--- src/rtl/fetcher_pkg.sv ---
// Shared constants, types and decode helpers for the instruction fetch unit.
package fetcher_pkg;

   localparam int IQ_DEPTH_DEF = 16;
   localparam int ADDR_W_DEF   = 32;
   localparam int INST_W       = 32;

   localparam logic       TRUE         = 1'b1;
   localparam logic       FALSE        = 1'b0;
   localparam int         OPCODE_RANGE = 7;
   localparam logic [6:0] OPCODE_JAL   = 7'b1101111;

   typedef logic [INST_W-1:0] inst_t;

   typedef enum logic [1:0] {
      FETCH_IDLE    = 2'd0,
      FETCH_WAIT    = 2'd1,
      FETCH_DISCARD = 2'd2
   } fetch_state_e;

   function automatic logic is_jal(input inst_t inst);
      return inst[OPCODE_RANGE-1:0] == OPCODE_JAL;
   endfunction

   // J-type immediate, bit 0 implied zero; caller sign-extends from bit 20.
   function automatic logic [20:0] jal_imm(input inst_t inst);
      return {inst[31], inst[19:12], inst[20], inst[30:21], 1'b0};
   endfunction

endpackage

--- src/rtl/fetcher_if.sv ---
// Icache, issue and rollback signals of the fetch unit, bundled with the
// global enable; master is the fetch unit, slave is its environment.
interface fetcher_if #(
   parameter int ADDR_W = 32
);
   import fetcher_pkg::*;

   logic              rdy;
   logic              ic_req_valid;
   logic [ADDR_W-1:0] ic_req_addr;
   logic              ic_resp_valid;
   inst_t             ic_resp_inst;
   logic              out_valid;
   inst_t             out_inst;
   logic [ADDR_W-1:0] out_pc;
   logic [ADDR_W-1:0] out_pred_pc;
   logic              issue_ready;
   logic              rollback_en;
   logic [ADDR_W-1:0] rollback_pc;

   modport master (
      input  rdy,
      output ic_req_valid, ic_req_addr,
      input  ic_resp_valid, ic_resp_inst,
      output out_valid, out_inst, out_pc, out_pred_pc,
      input  issue_ready,
      input  rollback_en, rollback_pc
   );

   modport slave (
      output rdy,
      input  ic_req_valid, ic_req_addr,
      output ic_resp_valid, ic_resp_inst,
      input  out_valid, out_inst, out_pc, out_pred_pc,
      output issue_ready,
      output rollback_en, rollback_pc
   );

endinterface

--- src/rtl/fetch_predictor.sv ---
// Static next-PC predictor: JAL is taken, everything else falls through.
// Kept as its own block so a BTB can take its place.
module fetch_predictor
   import fetcher_pkg::*;
#(
   parameter int ADDR_W = ADDR_W_DEF
) (
   input  logic [ADDR_W-1:0] pc,
   input  inst_t             inst,
   output logic [ADDR_W-1:0] pred_pc
);

   logic [ADDR_W-1:0] offset;

   // NOTE: combinational logic uses blocking assignments and covers every path.
   always_comb begin
      offset  = is_jal(inst) ? ADDR_W'($signed(jal_imm(inst))) : ADDR_W'(4);
      pred_pc = pc + offset;
   end

endmodule

--- src/rtl/fetcher.sv ---
// Instruction fetch unit: one outstanding icache request at a time, JAL
// pre-decode for the next PC, and an in-order instruction queue toward issue.
module fetcher
   import fetcher_pkg::*;
#(
   parameter int IQ_DEPTH = IQ_DEPTH_DEF,
   parameter int ADDR_W   = ADDR_W_DEF
) (
   input logic       clk,
   input logic       rst,
   fetcher_if.master bus
);

   localparam int              PTR_W      = $clog2(IQ_DEPTH);
   localparam logic [PTR_W:0]  FULL_COUNT = (PTR_W+1)'(IQ_DEPTH);

   typedef logic [ADDR_W-1:0] addr_t;
   typedef logic [PTR_W-1:0]  ptr_t;
   typedef logic [PTR_W:0]    cnt_t;

   fetch_state_e state_q, state_d;
   addr_t        fetch_pc_q, fetch_pc_d;
   addr_t        req_addr_q, req_addr_d;
   logic         req_valid_q, req_valid_d;
   ptr_t         head_q, head_d;
   ptr_t         tail_q, tail_d;
   cnt_t         count_q, count_d;
   logic         push, pop;
   addr_t        pred_pc;

   inst_t inst_mem [IQ_DEPTH];
   addr_t pc_mem   [IQ_DEPTH];
   addr_t pred_mem [IQ_DEPTH];

   fetch_predictor #(.ADDR_W(ADDR_W)) u_predictor (
      .pc      (fetch_pc_q),
      .inst    (bus.ic_resp_inst),
      .pred_pc (pred_pc)
   );

   // Request pulse is masked while frozen; the icache is frozen by the same rdy.
   assign bus.ic_req_valid = req_valid_q & bus.rdy;
   assign bus.ic_req_addr  = req_addr_q;

   assign bus.out_valid   = (count_q != '0);
   assign bus.out_inst    = inst_mem[head_q];
   assign bus.out_pc      = pc_mem[head_q];
   assign bus.out_pred_pc = pred_mem[head_q];

   always_comb begin
      // NOTE: every output gets a default first so no path infers a latch.
      state_d     = state_q;
      fetch_pc_d  = fetch_pc_q;
      req_valid_d = 1'b0;
      req_addr_d  = req_addr_q;
      head_d      = head_q;
      tail_d      = tail_q;
      count_d     = count_q;
      push        = 1'b0;
      pop         = 1'b0;

      if (bus.rollback_en) begin
         head_d     = '0;
         tail_d     = '0;
         count_d    = '0;
         fetch_pc_d = bus.rollback_pc;
         // An in-flight request must still be drained, so WAIT becomes DISCARD.
         unique case (state_q)
            FETCH_WAIT,
            FETCH_DISCARD: state_d = bus.ic_resp_valid ? FETCH_IDLE : FETCH_DISCARD;
            default:       state_d = FETCH_IDLE;
         endcase
      end else begin
         pop = (count_q != '0) && bus.issue_ready;

         unique case (state_q)
            FETCH_IDLE: begin
               if (count_q < FULL_COUNT) begin
                  req_valid_d = 1'b1;
                  req_addr_d  = fetch_pc_q;
                  state_d     = FETCH_WAIT;
               end
            end
            FETCH_WAIT: begin
               if (bus.ic_resp_valid) begin
                  push       = 1'b1;
                  fetch_pc_d = pred_pc;
                  state_d    = FETCH_IDLE;
               end
            end
            FETCH_DISCARD: begin
               if (bus.ic_resp_valid) begin
                  state_d = FETCH_IDLE;
               end
            end
            default: state_d = FETCH_IDLE;
         endcase

         // A request is only made below full, so a push never meets a full queue.
         if (push) tail_d = tail_q + PTR_W'(1);
         if (pop)  head_d = head_q + PTR_W'(1);

         unique case ({push, pop})
            2'b10:   count_d = count_q + (PTR_W+1)'(1);
            2'b01:   count_d = count_q - (PTR_W+1)'(1);
            default: count_d = count_q;
         endcase
      end
   end

   // NOTE: sequential state uses non-blocking assignments only.
   always_ff @(posedge clk) begin
      if (rst) begin
         state_q     <= FETCH_IDLE;
         fetch_pc_q  <= '0;
         req_valid_q <= 1'b0;
         req_addr_q  <= '0;
         head_q      <= '0;
         tail_q      <= '0;
         count_q     <= '0;
      end else if (bus.rdy) begin
         state_q     <= state_d;
         fetch_pc_q  <= fetch_pc_d;
         req_valid_q <= req_valid_d;
         req_addr_q  <= req_addr_d;
         head_q      <= head_d;
         tail_q      <= tail_d;
         count_q     <= count_d;
      end
   end

   // NOTE: queue storage is not reset; count_q decides which entries are live.
   always_ff @(posedge clk) begin
      if (!rst && bus.rdy && push) begin
         inst_mem[tail_q] <= bus.ic_resp_inst;
         pc_mem[tail_q]   <= fetch_pc_q;
         pred_mem[tail_q] <= pred_pc;
      end
   end

endmodule

--- src/flat_wrapper.sv ---
// flat-port wrapper written by rule: the top's interface ports become plain ports
module fetcher_flat import fetcher_pkg::*;
#(
   parameter int IQ_DEPTH = IQ_DEPTH_DEF,
   parameter int ADDR_W   = ADDR_W_DEF
)
  (clk, rst, bus_rdy, bus_ic_req_valid, bus_ic_req_addr, bus_ic_resp_valid, bus_ic_resp_inst, bus_out_valid, bus_out_inst, bus_out_pc, bus_out_pred_pc, bus_issue_ready, bus_rollback_en, bus_rollback_pc);
  fetcher_if #(.ADDR_W(ADDR_W)) bus_i ();
  input logic clk;
  input logic rst;
  input wire logic [$bits(bus_i.rdy)-1:0] bus_rdy;
  output wire logic [$bits(bus_i.ic_req_valid)-1:0] bus_ic_req_valid;
  output wire logic [$bits(bus_i.ic_req_addr)-1:0] bus_ic_req_addr;
  input wire logic [$bits(bus_i.ic_resp_valid)-1:0] bus_ic_resp_valid;
  input wire logic [$bits(bus_i.ic_resp_inst)-1:0] bus_ic_resp_inst;
  output wire logic [$bits(bus_i.out_valid)-1:0] bus_out_valid;
  output wire logic [$bits(bus_i.out_inst)-1:0] bus_out_inst;
  output wire logic [$bits(bus_i.out_pc)-1:0] bus_out_pc;
  output wire logic [$bits(bus_i.out_pred_pc)-1:0] bus_out_pred_pc;
  input wire logic [$bits(bus_i.issue_ready)-1:0] bus_issue_ready;
  input wire logic [$bits(bus_i.rollback_en)-1:0] bus_rollback_en;
  input wire logic [$bits(bus_i.rollback_pc)-1:0] bus_rollback_pc;
  assign bus_i.rdy = bus_rdy;
  assign bus_ic_req_valid = bus_i.ic_req_valid;
  assign bus_ic_req_addr = bus_i.ic_req_addr;
  assign bus_i.ic_resp_valid = bus_ic_resp_valid;
  assign bus_i.ic_resp_inst = bus_ic_resp_inst;
  assign bus_out_valid = bus_i.out_valid;
  assign bus_out_inst = bus_i.out_inst;
  assign bus_out_pc = bus_i.out_pc;
  assign bus_out_pred_pc = bus_i.out_pred_pc;
  assign bus_i.issue_ready = bus_issue_ready;
  assign bus_i.rollback_en = bus_rollback_en;
  assign bus_i.rollback_pc = bus_rollback_pc;
  fetcher #(.IQ_DEPTH(IQ_DEPTH), .ADDR_W(ADDR_W)) u_core (.clk(clk), .rst(rst), .bus(bus_i));
endmodule
--- config.mk ---
export PLATFORM = sky130hd
export DESIGN_NAME = fetcher_flat
export DESIGN_NICKNAME = d
export VERILOG_FILES = /design/src/rtl/fetcher_pkg.sv /design/src/rtl/fetcher_if.sv /design/src/rtl/fetch_predictor.sv /design/src/rtl/fetcher.sv /design/src/flat_wrapper.sv
export SDC_FILE = /design/constraint.sdc
export NUM_CORES = 1
export LEC_CHECK = 0
export BUFFER_PORTS_ARGS = -buffer_cell sky130_fd_sc_hd__clkbuf_2
export CORE_MARGIN = 4
export CORE_UTILIZATION = 40
export DETAILED_ROUTE_END_ITERATION = 8
export PLACE_DENSITY = 0.57
export SYNTH_ARGS = -nofsm -noshare
export SYNTH_HDL_FRONTEND = slang
export SYNTH_HIERARCHICAL = 1
export SYNTH_SLANG_ARGS = --single-unit
--- constraint.sdc ---
create_clock -name clk -period 10.81 [get_ports clk]
set_clock_uncertainty 0.15 [all_clocks]
set_input_delay 1.081 -clock clk [delete_from_list [all_inputs] [get_ports clk]]
set_output_delay 1.081 -clock clk [all_outputs]
set_load 0.05 [all_outputs]
==> results of run 1 <==
-- synthesized netlist by cell type, drive strengths merged (24+ instances only) --
| library cell | count |
|---|---|
| nand2 | 84 |
| mux4 | 480 |
| a21oi | 63 |
| a211oi | 38 |
| xnor2 | 24 |
| edfxtp | 1536 |
| buf | 71 |
| ha | 28 |
| and2 | 36 |
| clkbuf | 73 |
| mux2i | 45 |
| nor2 | 77 |
| dfxtp | 84 |
-- state kept, by name, indices dropped and copies added, names as in the netlist, named ones only --
signal / count
u_core/count_q: 5
u_core/tail_q: 4
u_core/req_valid_q: 1
u_core/pc_mem: 512
u_core/head_q: 4
u_core/pred_mem: 512
u_core/inst_mem: 512
u_core/state_q: 2
u_core/bus.ic_req_addr: 32
u_core/fetch_pc_q: 32
-- worst max-delay path, delay by kind of cell, from the launching register on --
| kind | cells | cell delay, ns |
|---|---|---|
| flops | 1 | 0.83 |
| mux | 2 | 1.22 |
| buf+inv | 3 | 1.79 |
-- through the flow --
| stage | utilization, % | cell area [sq um] | worst slack (ns) |
|---|---|---|---|
| floorplan | - | 62800 | 5.80 |
| global placement | 42.4 | 66200 | 4.92 |
| detailed placement | 42.4 | 66200 | 4.83 |
| CTS | 45.9 | 71600 | 4.53 |
| global route | 45.9 | 71600 | 4.28 |
| finish | 45.9 | 71600 | 4.72 |
-- layout make-up --
cell class	instances	area [sq um]	area share (%)
Sequential cell	1620	47800	66.8
Clock buffer	224	4520	6.31
Antenna cell	3	7.51	0.0105
Timing Repair Buffer	264	1530	2.14
Clock inverter	84	892	1.25
Tap cell	2058	2570	3.60
Multi-Input combinational cell	997	14200	19.9
Inverter	12	45.0	0.0629
-- routing by layer --
metal / GRT usage [%] / share of wire [%]
met4: 4.62 / 1.9
met3: 5.79 / 9.3
met2: 30.1 / 47
met5: 0 / 0.0081
met1: 27.9 / 42
-- power groups by stage --
stage	combinational, mW	clock [mW]	sequential, mW
floorplan	0.122	0	7.08
global placement	0.237	0	7.09
detailed placement	0.250	0	7.10
CTS	0.250	5.76	6.97
global route	0.272	6.04	6.97
finish	0.252	5.63	6.97
-- logic make-up after synthesis --
logic type	count (synthesis)	share of synthesized area [%]
flip-flops	1620	76.2
buffers and inverters	156	1.28
multiplexers	525	17.9
XOR/XNOR	32	0.447
AO/OA/AOI/OAI	151	1.56
AND/OR/NAND/NOR	260	1.99
adder cells (fa/ha/maj)	29	0.590
-- final timing paths --
kind                           endpoint  depth (start not counted)                  startpoint  slack (ns)
min reg2reg  u_core/bus.ic_req_addr[11]                          2  u_core/bus.ic_req_addr[11]        0.31
max reg2reg       u_core/fetch_pc_q[29]                         12        u_core/fetch_pc_q[1]        5.74
max                  bus_out_pred_pc[1]                          5                   flip-flop        4.72
min          u_core/bus.ic_req_addr[11]                          2  u_core/bus.ic_req_addr[11]        0.31
-- layout by cell type, fill, tap and decap left out, drive strengths merged, types with 18 or more instances in the layout --
master  count
nor2       77
mux4      480
and2       36
a21oi      63
buf        66
clkinv     66
clkbuf    422
inv        18
xnor2      24
dfxtp      84
nand2      84
ha         28
a211oi     38
edfxtp   1536
mux2i      45
==> out/metrics.cfg, run 1 <==
[sta]
final.hold.worst_slack_ns = 0.307
timing.final.setup_violations = 0
totalNegativeSetupSlack_ns = 0
final-max-slew-violation-count = 0
max_slew.worst_pin.slew_ns = 1.40
post-route-period-util_pct = 56.4
report.final.hold_viol_count = 0
timing.fmax_ghz = 0.164
grt_setup_unrepaired = false
fin_crit_period_ns = 6.09
worst_slew_margin_relative_to_its_limit_pct = 6.39

[grt]
grt_first_pass_wirelength_microns = 228000
grt_antenna_before_repair = 13
largest_net_degree_at_the_start_of_global_routing = 145
track_usage_pct = 19.6
grt_overflow = 0
via_count_of_the_first_global_routing_pass = 31100

[die]
dieWidth_microns = 404
design.core.area_sq_mm = 0.156
ioPinCount = 200
initial_core_util_pct = 40.2
die_h_microns = 404
rows = 145
die-area_sq_mm = 0.163

[clocking]
root_buf_cell = sky130_fd_sc_hd__clkbuf_16
htree_num_levels = 4
tritoncts = yes
clk_transition_reported_paths_ns = 0.06
postCtsSetupRepairBufs = 0
cts_repair_resize_count = 0
cts.sinks = 1620
latest_clock_arrival_within_the_worst_skew_pair_ns = 0.82
cts.path.max_buffers = 3
cts.hold.buffers_added = 0
cts_inserted_buffers = 168

[power_and_ir_drop]
cellPowerDensity_mw_per_mm2 = 179
switching_share_pct = 20.6
power_switching_mw = 2.65
power.ir.vdd_worst_v = 0.000173
power_frac_seq_pct = 54.2
power_frac_clock_pct = 43.8
finalPower_mw = 12.8
power.combinational.fraction_pct = 2.0
leak_nw = 22.5
p_int_mw = 10.2

[synth]
postSynthAreaPerCell_sq_um = 22.6
seq_area_frac_synth_pct = 76.2
synth.lib_cells_used.distinct = 60
synth_area_leader_cell = sky130_fd_sc_hd__edfxtp_1
synthesis.area_sq_mm = 0.0628
count_of_synthesis_stage_warnings_from_yosys = 6
asr_flop_ratio_synth_pct = 0
synth_fp_nets = 2872
post_syn_instances = 2773
ys_top_cells_by_area = sky130_fd_sc_hd__edfxtp_1, sky130_fd_sc_hd__mux4_2, sky130_fd_sc_hd__dfxtp_1
synth-seq-cells = 1620
yosysTopAreaCellShare_pct = 73.5
postSynth.topFlopCell = sky130_fd_sc_hd__edfxtp_1
synth-edff-count = 1536

[drt]
remaining_drc_errors = 0
wl_microns = 160000
detailedRoute.firstIterationViolations = 3427
routedWlPerCell_microns = 30.3
routed-via-count = 30200
drt.antenna.violating_nets = 0
detailedRoute.firstPassIterationCount = 6
post_drt_via_cell_ratio = 5.74

[placement]
hpwlAfterDp_microns = 86900
count_of_placed_standard_cells_including_taps = 4950
globalplace.congestion = 0.824
port_buffers = 199

[hold_path]
holdCritPathClass = reg2reg

[setup_path]
critPathKind = reg2out
critical_path.slowest_cell = sky130_fd_sc_hd__dfxtp_4
required_ns = 9.58
crit_path_start_kind = flip-flop
worst_setup_path_end_kind = output port
crit_path_max_incr_delay_ns = 0.83
worst_path_most_repeated_cell = sky130_fd_sc_hd__mux4_2
crit_path_max_fanout = 115
cp.arrival_ns = 4.86
crit_path_cell_trace = buf_4, buf_12, mux4_2, mux4_2, clkbuf_2

[final_layout]
area_grow_syn2layout_pct = 14.1
fraction_of_layout_cells_with_a_size_suffix_above_1_pct = 31.5
final_cells = 5262
finalNetCount = 3162
fillerInstances = 12900

[run_status]
run_status = finished, final reports clean

[flow_run]
number_of_maximum_capacitance_violations = 0

(Power assumes the default switching activity.)
==> run 2: changes to the inputs <==
Clock period 10.81 ns to 5.99 ns, I/O delays scaled along.
==> run 2 against run 1 <==
  * Hold slack worse by 0.25 ns
  * Largest cell class unchanged
  * Clock power up 76%
  * First-iteration DRC count down 2.7%
  * Routed wire length up 0.45%
  * Global-route usage about the same
  * Critical path depth up 10
  * Sequential power up 81%
  * Die area unchanged
  * Cell count up 0.84%
  * Setup slack worse by 3.5 ns
  * Final area up 0.66%
  * Non-clock buffer count up 41
==> out/metrics.cfg, run 2 (synthesis results as in run 1) <==
[placement]
count_of_placed_standard_cells_including_taps = 4971
globalplace.congestion = 0.822
hpwlAfterDp_microns = 87000
port_buffers = 199
place_ws_ns = 0.379
post_dp_cell_area_sq_mm = 0.0666

[power_and_ir_drop]
power_switching_mw = 4.74
leak_nw = 22.6
p_int_mw = 18.2
power.combinational.fraction_pct = 2.0
switching_share_pct = 20.7
power_frac_clock_pct = 43.1
power_frac_seq_pct = 54.8
finalPower_mw = 22.9
power.ir.vdd_worst_v = 0.000240
cellPowerDensity_mw_per_mm2 = 318

[final_layout]
area_grow_syn2layout_pct = 14.9
fraction_of_layout_cells_with_a_size_suffix_above_1_pct = 31.5
fillerInstances = 12900
layout_commonest_cell = sky130_fd_sc_hd__edfxtp_1
reg.largest.list = u_core/inst_mem x512, u_core/pc_mem x512, u_core/pred_mem x512
final_cells = 5306
final_area_sq_mm = 0.0721
finalNetCount = 3203
layout.cells.most_common_list = sky130_fd_sc_hd__edfxtp_1, sky130_fd_sc_hd__mux4_2, sky130_fd_sc_hd__clkbuf_2

[sta]
grt_setup_unrepaired = false
post-route-period-util_pct = 79.8
timing.final.setup_violations = 0
timing.fmax_ghz = 0.209
final-max-slew-violation-count = 0
worst_slew_margin_relative_to_its_limit_pct = 7.94
report.final.hold_viol_count = 0
totalNegativeSetupSlack_ns = 0
fin_crit_period_ns = 4.78
slack_of_the_critical_path_ns = 1.21
max_slew.worst_pin.slew_ns = 1.37

[drt]
drt.antenna.violating_nets = 0
post_drt_via_cell_ratio = 5.75
remaining_drc_errors = 0
detailedRoute.firstPassIterationCount = 5
routed-via-count = 30500
wl_microns = 160000
detailedRoute.firstIterationViolations = 3335
routedWlPerCell_microns = 30.2

[grt]
track_usage_pct = 19.7
grt_first_pass_wirelength_microns = 230000
grt_overflow = 0
largest_net_degree_at_the_start_of_global_routing = 87
grt_antenna_before_repair = 27
via_count_of_the_first_global_routing_pass = 31600

[die]
die_h_microns = 404
dieWidth_microns = 404
ioPinCount = 200
design.core.area_sq_mm = 0.156
initial_core_util_pct = 40.2
rows = 145
die-area_sq_mm = 0.163

[clocking]
cts_inserted_buffers = 168
cts.path.max_buffers = 3
clk_transition_reported_paths_ns = 0.06
cts.sinks = 1620
htree_num_levels = 4
latest_clock_arrival_within_the_worst_skew_pair_ns = 0.78
tritoncts = yes
root_buf_cell = sky130_fd_sc_hd__clkbuf_16

[setup_path]
cp.arrival_ns = 5.31
crit_path_start_kind = input port
reg2reg_setup_slack_ns = 1.22
required_ns = 6.52
critPathCapture = u_core/fetch_pc_q[28]
critPathKind = in2reg
worst_setup_path_end_kind = flip-flop
rr_worst_depth = 12
crit_path_max_fanout = 18
worst_r2r_endpoint = u_core/fetch_pc_q[27]
reg2reg_start = u_core/fetch_pc_q[1]
worst_setup_path_startpoint = bus_ic_resp_inst[5]

[run_status]
run_status = finished, final reports clean

[hold_path]
holdCritPathClass = in2reg

[flow_run]
number_of_maximum_capacitance_violations = 0

## run 2: how the worst min path moves through the flow
stage,start,end,cells after the start
after floorplan,u_core/req_valid_q,u_core/req_valid_q,2
after global placement,u_core/bus.ic_req_addr[26],u_core/bus.ic_req_addr[26],2
after detailed placement,u_core/bus.ic_req_addr[24],u_core/bus.ic_req_addr[24],2
after CTS,bus_rollback_pc[20],u_core/fetch_pc_q[20],3
after global routing,bus_rollback_pc[20],u_core/fetch_pc_q[20],3
final,bus_rollback_pc[20],u_core/fetch_pc_q[20],3
## run 2: power by group through the flow
stage	clock (mW)	sequential (mW)	combinational (mW)
floorplan	0	12.8	0.220
global placement	0	12.8	0.430
detailed placement	0	12.8	0.454
CTS	10.1	12.6	0.469
global route	10.6	12.6	0.507
finish	9.89	12.6	0.468
## run 2: metrics by stage
| stage | hold WS (ns) | utilization, % |
|---|---|---|
| after floorplan | 0.291 | - |
| final | 0.0583 | 46.2 |
| after detailed placement | 0.299 | 42.7 |
| after global placement | 0.295 | 42.7 |
| after global routing | 0.0405 | 46.2 |
| after CTS | 0.00809 | 46.2 |
## run 2: cell type report
type	count	area (sq um)	area share, %
Antenna cell	8	20.0	0.0278
Clock buffer	223	4500	6.25
Clock inverter	83	697	0.967
Inverter	12	45.0	0.0625
Multi-Input combinational cell	997	14200	19.7
Sequential cell	1620	47800	66.3
Tap cell	2058	2570	3.57
Timing Repair Buffer	305	2220	3.08
## run 2: repair_timing
item | in CTS | in global routing
hold endpoints to repair | 21 | 0
setup endpoints to repair | 0 | 0
hold buffers | 21 | 0
setup buffers | 0 | 0
gates resized for setup | 0 | 0
## run 2: critical path, stage by stage
cell and delay [ns]:
sky130_fd_sc_hd__clkbuf_2 0.28, sky130_fd_sc_hd__nand3_1 0.35, sky130_fd_sc_hd__nor2_1 0.24, sky130_fd_sc_hd__buf_4 0.23, sky130_fd_sc_hd__and2_1 0.17, sky130_fd_sc_hd__ha_1 0.32
sky130_fd_sc_hd__a211oi_2 0.33, sky130_fd_sc_hd__o22ai_1 0.16, sky130_fd_sc_hd__a311oi_2 0.43, sky130_fd_sc_hd__o21ai_2 0.19, sky130_fd_sc_hd__a21oi_4 0.43, sky130_fd_sc_hd__mux2i_1 0.16
sky130_fd_sc_hd__xnor2_1 0.94, sky130_fd_sc_hd__mux2i_1 0.18, sky130_fd_sc_hd__a211oi_1 0.28
## run 2: per-layer routing
layer / up-vias / track usage (%) / wire (microns)
li1: 12400 / - / -
met1: 16600 / 28.1 / 67800
met2: 1231 / 31.5 / 77300
met3: 226 / 4.03 / 12300
met4: 10 / 4.26 / 2710
met5: - / 0 / 68
